## src/rtl/fd_skid_if.sv

```systemverilog
// -----------------------------------------------------------------------------
// fd_skid_if
// Handshake and payload bundle between fetch, the fetch-to-decode skid stage
// and decode.
//   Upstream : in_valid, in_ready, instr_i, pc8_i, bd_i, exc_i
//   Downstream: out_valid, out_ready, instr_d, pc8_d, bd_d, exc_d
//   Status   : count (occupancy 0..2)
// Modports:
//   slave  - the skid stage itself (consumes upstream, produces downstream)
//   master - the surrounding environment (fetch + decode)
// -----------------------------------------------------------------------------
interface fd_skid_if #(
  parameter int INSTR_W = 32,
  parameter int PC_W    = 32,
  parameter int EXC_W   = 5
);
  logic               in_valid;
  logic               in_ready;
  logic [INSTR_W-1:0] instr_i;
  logic [PC_W-1:0]    pc8_i;
  logic               bd_i;
  logic [EXC_W-1:0]   exc_i;

  logic               out_valid;
  logic               out_ready;
  logic [INSTR_W-1:0] instr_d;
  logic [PC_W-1:0]    pc8_d;
  logic               bd_d;
  logic [EXC_W-1:0]   exc_d;

  logic [1:0]         count;

  modport slave (
    input  in_valid, instr_i, pc8_i, bd_i, exc_i, out_ready,
    output in_ready, out_valid, instr_d, pc8_d, bd_d, exc_d, count
  );

  modport master (
    output in_valid, instr_i, pc8_i, bd_i, exc_i, out_ready,
    input  in_ready, out_valid, instr_d, pc8_d, bd_d, exc_d, count
  );
endinterface

```

## src/rtl/fd_skid_stage.sv

```systemverilog
// -----------------------------------------------------------------------------
// fd_skid_stage
// Fetch-to-decode pipeline stage built as a 2-entry skid buffer with
// valid/ready on both sides. When empty it presents a NOP bubble whose pc8_d
// is always defined, so downstream exception logic has an EPC source.
// Ports:
//   clk    - clock, all state on rising edge
//   clr_n  - synchronous active-low reset
//   flush  - exception flush (empties stage, bubble pc8 = FLUSH_PC8)
//   eret   - ERET redirect (empties stage, bubble pc8 = npc + 8)
//   npc    - ERET target PC
//   bus    - fd_skid_if slave: upstream/downstream handshake, payload, count
// -----------------------------------------------------------------------------
module fd_skid_stage #(
  parameter int              INSTR_W   = 32,
  parameter int              PC_W      = 32,
  parameter int              EXC_W     = 5,
  parameter logic [PC_W-1:0] RESET_PC8 = 32'h0000_3008,
  parameter logic [PC_W-1:0] FLUSH_PC8 = 32'h0000_3008
) (
  input  logic            clk,
  input  logic            clr_n,
  input  logic            flush,
  input  logic            eret,
  input  logic [PC_W-1:0] npc,
  fd_skid_if.slave        bus
);

  typedef struct packed {
    logic [INSTR_W-1:0] instr;
    logic [PC_W-1:0]    pc8;
    logic               bd;
    logic [EXC_W-1:0]   exc;
  } entry_t;

  entry_t          slot0_q, slot0_d;
  entry_t          slot1_q, slot1_d;
  logic [PC_W-1:0] bubble_pc8_q, bubble_pc8_d;
  logic [1:0]      count_q, count_d;

  entry_t          in_entry;
  logic            push;
  logic            pop;
  logic            in_ready_w;
  logic            out_valid_w;

  assign in_entry    = '{instr: bus.instr_i, pc8: bus.pc8_i, bd: bus.bd_i, exc: bus.exc_i};
  // Both handshake flags decode straight from the count flop.
  assign in_ready_w  = (count_q != 2'd2);
  assign out_valid_w = (count_q != 2'd0);
  assign push        = bus.in_valid & in_ready_w;
  assign pop         = out_valid_w & bus.out_ready;

  always_comb begin
    slot0_d      = slot0_q;
    slot1_d      = slot1_q;
    bubble_pc8_d = bubble_pc8_q;
    count_d      = count_q;
    if (flush) begin
      count_d      = 2'd0;
      bubble_pc8_d = FLUSH_PC8;
    end else if (eret) begin
      count_d      = 2'd0;
      bubble_pc8_d = npc + PC_W'(8);   // wraps mod 2^PC_W
    end else begin
      case (count_q)
        2'd0: begin
          if (push) begin
            slot0_d = in_entry;
            count_d = 2'd1;
          end
        end
        2'd1: begin
          case ({push, pop})
            2'b10: begin
              slot1_d = in_entry;
              count_d = 2'd2;
            end
            2'b01: begin
              // Going empty: the bubble inherits the departing PC+8.
              count_d      = 2'd0;
              bubble_pc8_d = slot0_q.pc8;
            end
            2'b11: slot0_d = in_entry;
            default: ;
          endcase
        end
        2'd2: begin
          if (pop) begin
            slot0_d = slot1_q;
            count_d = 2'd1;
          end
        end
        default: count_d = 2'd0;
      endcase
    end
  end

  always_ff @(posedge clk) begin
    if (!clr_n) begin
      slot0_q      <= '0;
      slot1_q      <= '0;
      bubble_pc8_q <= RESET_PC8;
      count_q      <= 2'd0;
    end else begin
      slot0_q      <= slot0_d;
      slot1_q      <= slot1_d;
      bubble_pc8_q <= bubble_pc8_d;
      count_q      <= count_d;
    end
  end

  assign bus.in_ready  = in_ready_w;
  assign bus.out_valid = out_valid_w;
  assign bus.count     = count_q;
  assign bus.instr_d   = out_valid_w ? slot0_q.instr : '0;
  assign bus.pc8_d     = out_valid_w ? slot0_q.pc8   : bubble_pc8_q;
  assign bus.bd_d      = out_valid_w ? slot0_q.bd    : 1'b0;
  assign bus.exc_d     = out_valid_w ? slot0_q.exc   : '0;

endmodule

```

## src/flat_wrapper.sv

```systemverilog
// flat-port wrapper written by rule: the top's interface ports become plain ports
module fd_skid_stage_flat 
#(
  parameter int              INSTR_W   = 32,
  parameter int              PC_W      = 32,
  parameter int              EXC_W     = 5,
  parameter logic [PC_W-1:0] RESET_PC8 = 32'h0000_3008,
  parameter logic [PC_W-1:0] FLUSH_PC8 = 32'h0000_3008
)
  (clk, clr_n, flush, eret, npc, bus_in_valid, bus_instr_i, bus_pc8_i, bus_bd_i, bus_exc_i, bus_out_ready, bus_in_ready, bus_out_valid, bus_instr_d, bus_pc8_d, bus_bd_d, bus_exc_d, bus_count);
  fd_skid_if #(.INSTR_W(INSTR_W), .PC_W(PC_W), .EXC_W(EXC_W)) bus_i ();
  input  logic clk;
  input  logic clr_n;
  input  logic flush;
  input  logic eret;
  input  logic [PC_W-1:0] npc;
  input wire logic [$bits(bus_i.in_valid)-1:0] bus_in_valid;
  input wire logic [$bits(bus_i.instr_i)-1:0] bus_instr_i;
  input wire logic [$bits(bus_i.pc8_i)-1:0] bus_pc8_i;
  input wire logic [$bits(bus_i.bd_i)-1:0] bus_bd_i;
  input wire logic [$bits(bus_i.exc_i)-1:0] bus_exc_i;
  input wire logic [$bits(bus_i.out_ready)-1:0] bus_out_ready;
  output wire logic [$bits(bus_i.in_ready)-1:0] bus_in_ready;
  output wire logic [$bits(bus_i.out_valid)-1:0] bus_out_valid;
  output wire logic [$bits(bus_i.instr_d)-1:0] bus_instr_d;
  output wire logic [$bits(bus_i.pc8_d)-1:0] bus_pc8_d;
  output wire logic [$bits(bus_i.bd_d)-1:0] bus_bd_d;
  output wire logic [$bits(bus_i.exc_d)-1:0] bus_exc_d;
  output wire logic [$bits(bus_i.count)-1:0] bus_count;
  assign bus_i.in_valid = bus_in_valid;
  assign bus_i.instr_i = bus_instr_i;
  assign bus_i.pc8_i = bus_pc8_i;
  assign bus_i.bd_i = bus_bd_i;
  assign bus_i.exc_i = bus_exc_i;
  assign bus_i.out_ready = bus_out_ready;
  assign bus_in_ready = bus_i.in_ready;
  assign bus_out_valid = bus_i.out_valid;
  assign bus_instr_d = bus_i.instr_d;
  assign bus_pc8_d = bus_i.pc8_d;
  assign bus_bd_d = bus_i.bd_d;
  assign bus_exc_d = bus_i.exc_d;
  assign bus_count = bus_i.count;
  fd_skid_stage #(.INSTR_W(INSTR_W), .PC_W(PC_W), .EXC_W(EXC_W), .RESET_PC8(RESET_PC8), .FLUSH_PC8(FLUSH_PC8)) u_core (.clk(clk), .clr_n(clr_n), .flush(flush), .eret(eret), .npc(npc), .bus(bus_i));
endmodule
```

## config.mk

```make
export PLATFORM = sky130hd
export DESIGN_NAME = fd_skid_stage_flat
export DESIGN_NICKNAME = d
export VERILOG_FILES = /design/src/rtl/fd_skid_if.sv /design/src/rtl/fd_skid_stage.sv /design/src/flat_wrapper.sv
export SDC_FILE = /design/constraint.sdc
export NUM_CORES = 1
export LEC_CHECK = 0
export CAP_MARGIN = 10
export CORE_ASPECT_RATIO = 1.75
export CORE_MARGIN = 4
export CORE_UTILIZATION = 51
export DETAILED_ROUTE_END_ITERATION = 8
export GPL_ROUTABILITY_DRIVEN = 0
export PLACE_DENSITY_LB_ADDON = 0.3
export SLEW_MARGIN = 20
export SYNTH_ARGS = -nofsm -noshare
export SYNTH_HDL_FRONTEND = slang
export SYNTH_SLANG_ARGS = --single-unit
```

## constraint.sdc

```tcl
create_clock -name clk -period 2.2 [get_ports clk]
set_input_delay 0.22 -clock clk [delete_from_list [all_inputs] [get_ports clk]]
set_output_delay 0.22 -clock clk [all_outputs]
set_load 0.01 [all_outputs]
```

==> results.txt <==
syn_area_per_cell: 9.07 sq um
WHS: 166 ps
worst reg-to-reg setup slack: 320 ps
most frequent cells in the layout: 221 x nand2_1, 172 x dfxtp_1, 157 x clkdlybuf4s50_1
1st-iter DRT viols: 322
Die Ht: 179 microns
crit path DAT: 1920 ps
number of synthesized flops with an enable pin: 0
area of the mapped netlist: 8480 sq um
worst setup path class: reg -> out
initial antenna violation count: 0
Synth Net Count: 1,044
root buffer selected by CTS: clkbuf_16
RSZ-0062 raised after global routing: false
DRT Wirelength: 20,300 microns
vias per cell: 5.33
Rel. slew slack: 72.8%
cell count after placement: 1,296
fin crit share: 97.2%
count of warnings emitted by yosys: 0
worst hold path class: in -> reg
CTS resizes: 8
post-route ant nets: 0
vias in the first global route: 6,864
clock-pin slew on the worst setup and hold paths: 70 ps
Fin. Hold Viols: 0
Worst VDD drop: 0.458 mV
CP startpoint kind: register
Post-Syn Instances: 935
power density over cell area: 619 nW/um^2
Pins Over Slew Limit: 0
clock latency on the worst-skew pair: 420 ps
Reg2Reg Launch Point: u_core.bus.count[1]
die area: 18,800 sq um
grt ovf: 0
largest net degree at the start of global routing: 85
nets: 1,200
commonest non-fill, non-tap cell in the layout: nand2_1
Worst Path Required: 1980 ps
outcome: complete, no violations
CP max stage cell: clkdlybuf4s50_1
number of remaining DRC errors: 0
CTS H-tree depth: 4
total power: 6.96 mW
Placeable Area: 16,400 sq um
Finished Layout Cells: 1,326
first-pass GRT wire length: 32,500 microns
Setup TNS: 0 ps
clock sinks: 174
wire per inst: 15.3 microns
layout cells sized above 1: 11.4%
part of the Yosys area used for sequential elements: 41.1%
Async SR Flop Fraction: 0%
clk_skew: 11.9 ps
Pleak: 5.49 nW
floorplan row count: 62
Distinct cells, synth: 40
CP Capture Type: output pin
starting density of the core: 51.8%
DIE WIDTH: 105 microns
final setup margin: 61.8 ps
worst setup path startpoint: u_core.bus.count[1]
critical-path cell list: nor2_4, buf_6, mux2_2, clkdlybuf4s50_1
worst slew pin tran: 405 ps
Final setup viols: 0
clk buf depth: 2
CTS tree: yes
# hold bufs at CTS: 0
fmax: 468 MHz
Layout area overhead: 32.6%
hpwl dp: 14,100 microns
total CTS buffers: 17
Worst path max stage delay: 480 ps
crit path time final: 2140 ps
DR pass1 iterations: 5
Setup crit end: bus_pc8_d[23]
depth of the worst register-to-register path: 6
prevailing post-synth register cell: dfxtp_1
num ports: 182
Yosys reg bits: 174
Post-CTS Setup Bufs: 0
r2r endpoint: u_core.slot1_q[22]
CP max FO: 11
Place WS: 6.47 ps
Tot GR Track Use: 21.1%
max-cap violations: 0
input/output buffers: 181
Vias: 7,063
-- critical path: cells and delay by family (launching register included) --
family                 cells  cell delay, ps
buffers and inverters      2             650
DFF                        1             360
muxes                      1             350
and+or+nand+nor            1             140
-- where the power goes --
part	leakage [nW]	total [mW]	internal [mW]	switching [mW]
sequential	1.42	3.30	3.24	0.0573
combinational	3.80	0.749	0.428	0.321
clock	0.268	2.91	1.67	1.24
-- metrics by stage --
| stage | area, sq um | util [%] |
|---|---|---|
| 6_report | 11200 | 68.7 |
| 3_3_place_gp | 10600 | 64.8 |
| 5_1_grt | 11200 | 68.7 |
| 2_1_floorplan | 8480 | - |
| 4_1_cts | 11200 | 68.3 |
| 3_5_place_dp | 10600 | 64.8 |
-- layout make-up --
cell class	count	area [sq um]
diodes	1	2.50
repair buffers	212	2210
clock buffers	17	425
flip-flops and latches	174	3490
multi-input cells	685	4690
clock inverters	12	140
well taps	224	280
fillers	1277	5120
inverters	1	3.75
-- how the worst min path moves through the flow --
stage	start	cells after the start	end
after floorplan	bus_exc_i[0]	2	u_core.slot1_q[0]
after global placement	u_core.slot1_q[43]	2	u_core.slot1_q[43]
after detailed placement	u_core.slot1_q[50]	2	u_core.slot1_q[50]
after CTS	clr_n	2	u_core.slot0_q[31]
after global routing	clr_n	2	u_core.slot0_q[31]
final	clr_n	2	u_core.slot0_q[31]
-- synthesized netlist by cell type, drive strengths merged, types with 2 or more instances --
cell | n | area share, %
nand3b | 3 | 0.27
mux2i | 77 | 9.1
a21oi | 21 | 1.2
and3 | 3 | 0.22
nand4 | 13 | 0.96
and2 | 40 | 3.0
a22oi | 2 | 0.18
a21boi | 70 | 6.2
a211oi | 15 | 1.4
xor2 | 19 | 2.0
o211a | 70 | 8.3
nand3 | 11 | 0.65
nand2 | 221 | 9.8
nand2b | 3 | 0.22
clkbuf | 37 | 1.6
mux2 | 51 | 6.8
nor2 | 16 | 0.74
nor4 | 3 | 0.37
xnor2 | 8 | 0.83
buf | 38 | 2.3
nor2b | 8 | 0.59
nor3 | 5 | 0.35
o21ai | 18 | 1.1
dfxtp | 174 | 41
-- sequential cells by signal, summed over array words and instances, names as in the netlist --
name / flops
u_core.slot0_q: 70
u_core.slot1_q: 70
u_core.bus.count: 2
u_core.bubble_pc8_q: 32
-- routing by layer --
layer | global-route usage, % | wire length [microns]
met1 | 24.9 | 8840
met2 | 38.8 | 10400
met3 | 3.66 | 692
met4 | 6.40 | 397
met5 | 0 | 0
-- cell families (layout without fill, tap and decap cells) --
group	count (synthesis)	after routing	synth area share (%)
DFF	174	174	41.1
and+or+nand+nor	329	329	17.4
buffers and inverters	76	242	3.98
AOI/OAI and AO/OA	200	200	18.7
muxes	128	128	15.9
other	0	1	0
xor gates and xnor gates	27	27	2.79
adders and majority gates	1	1	0.148
(Power assumes the default switching activity.)
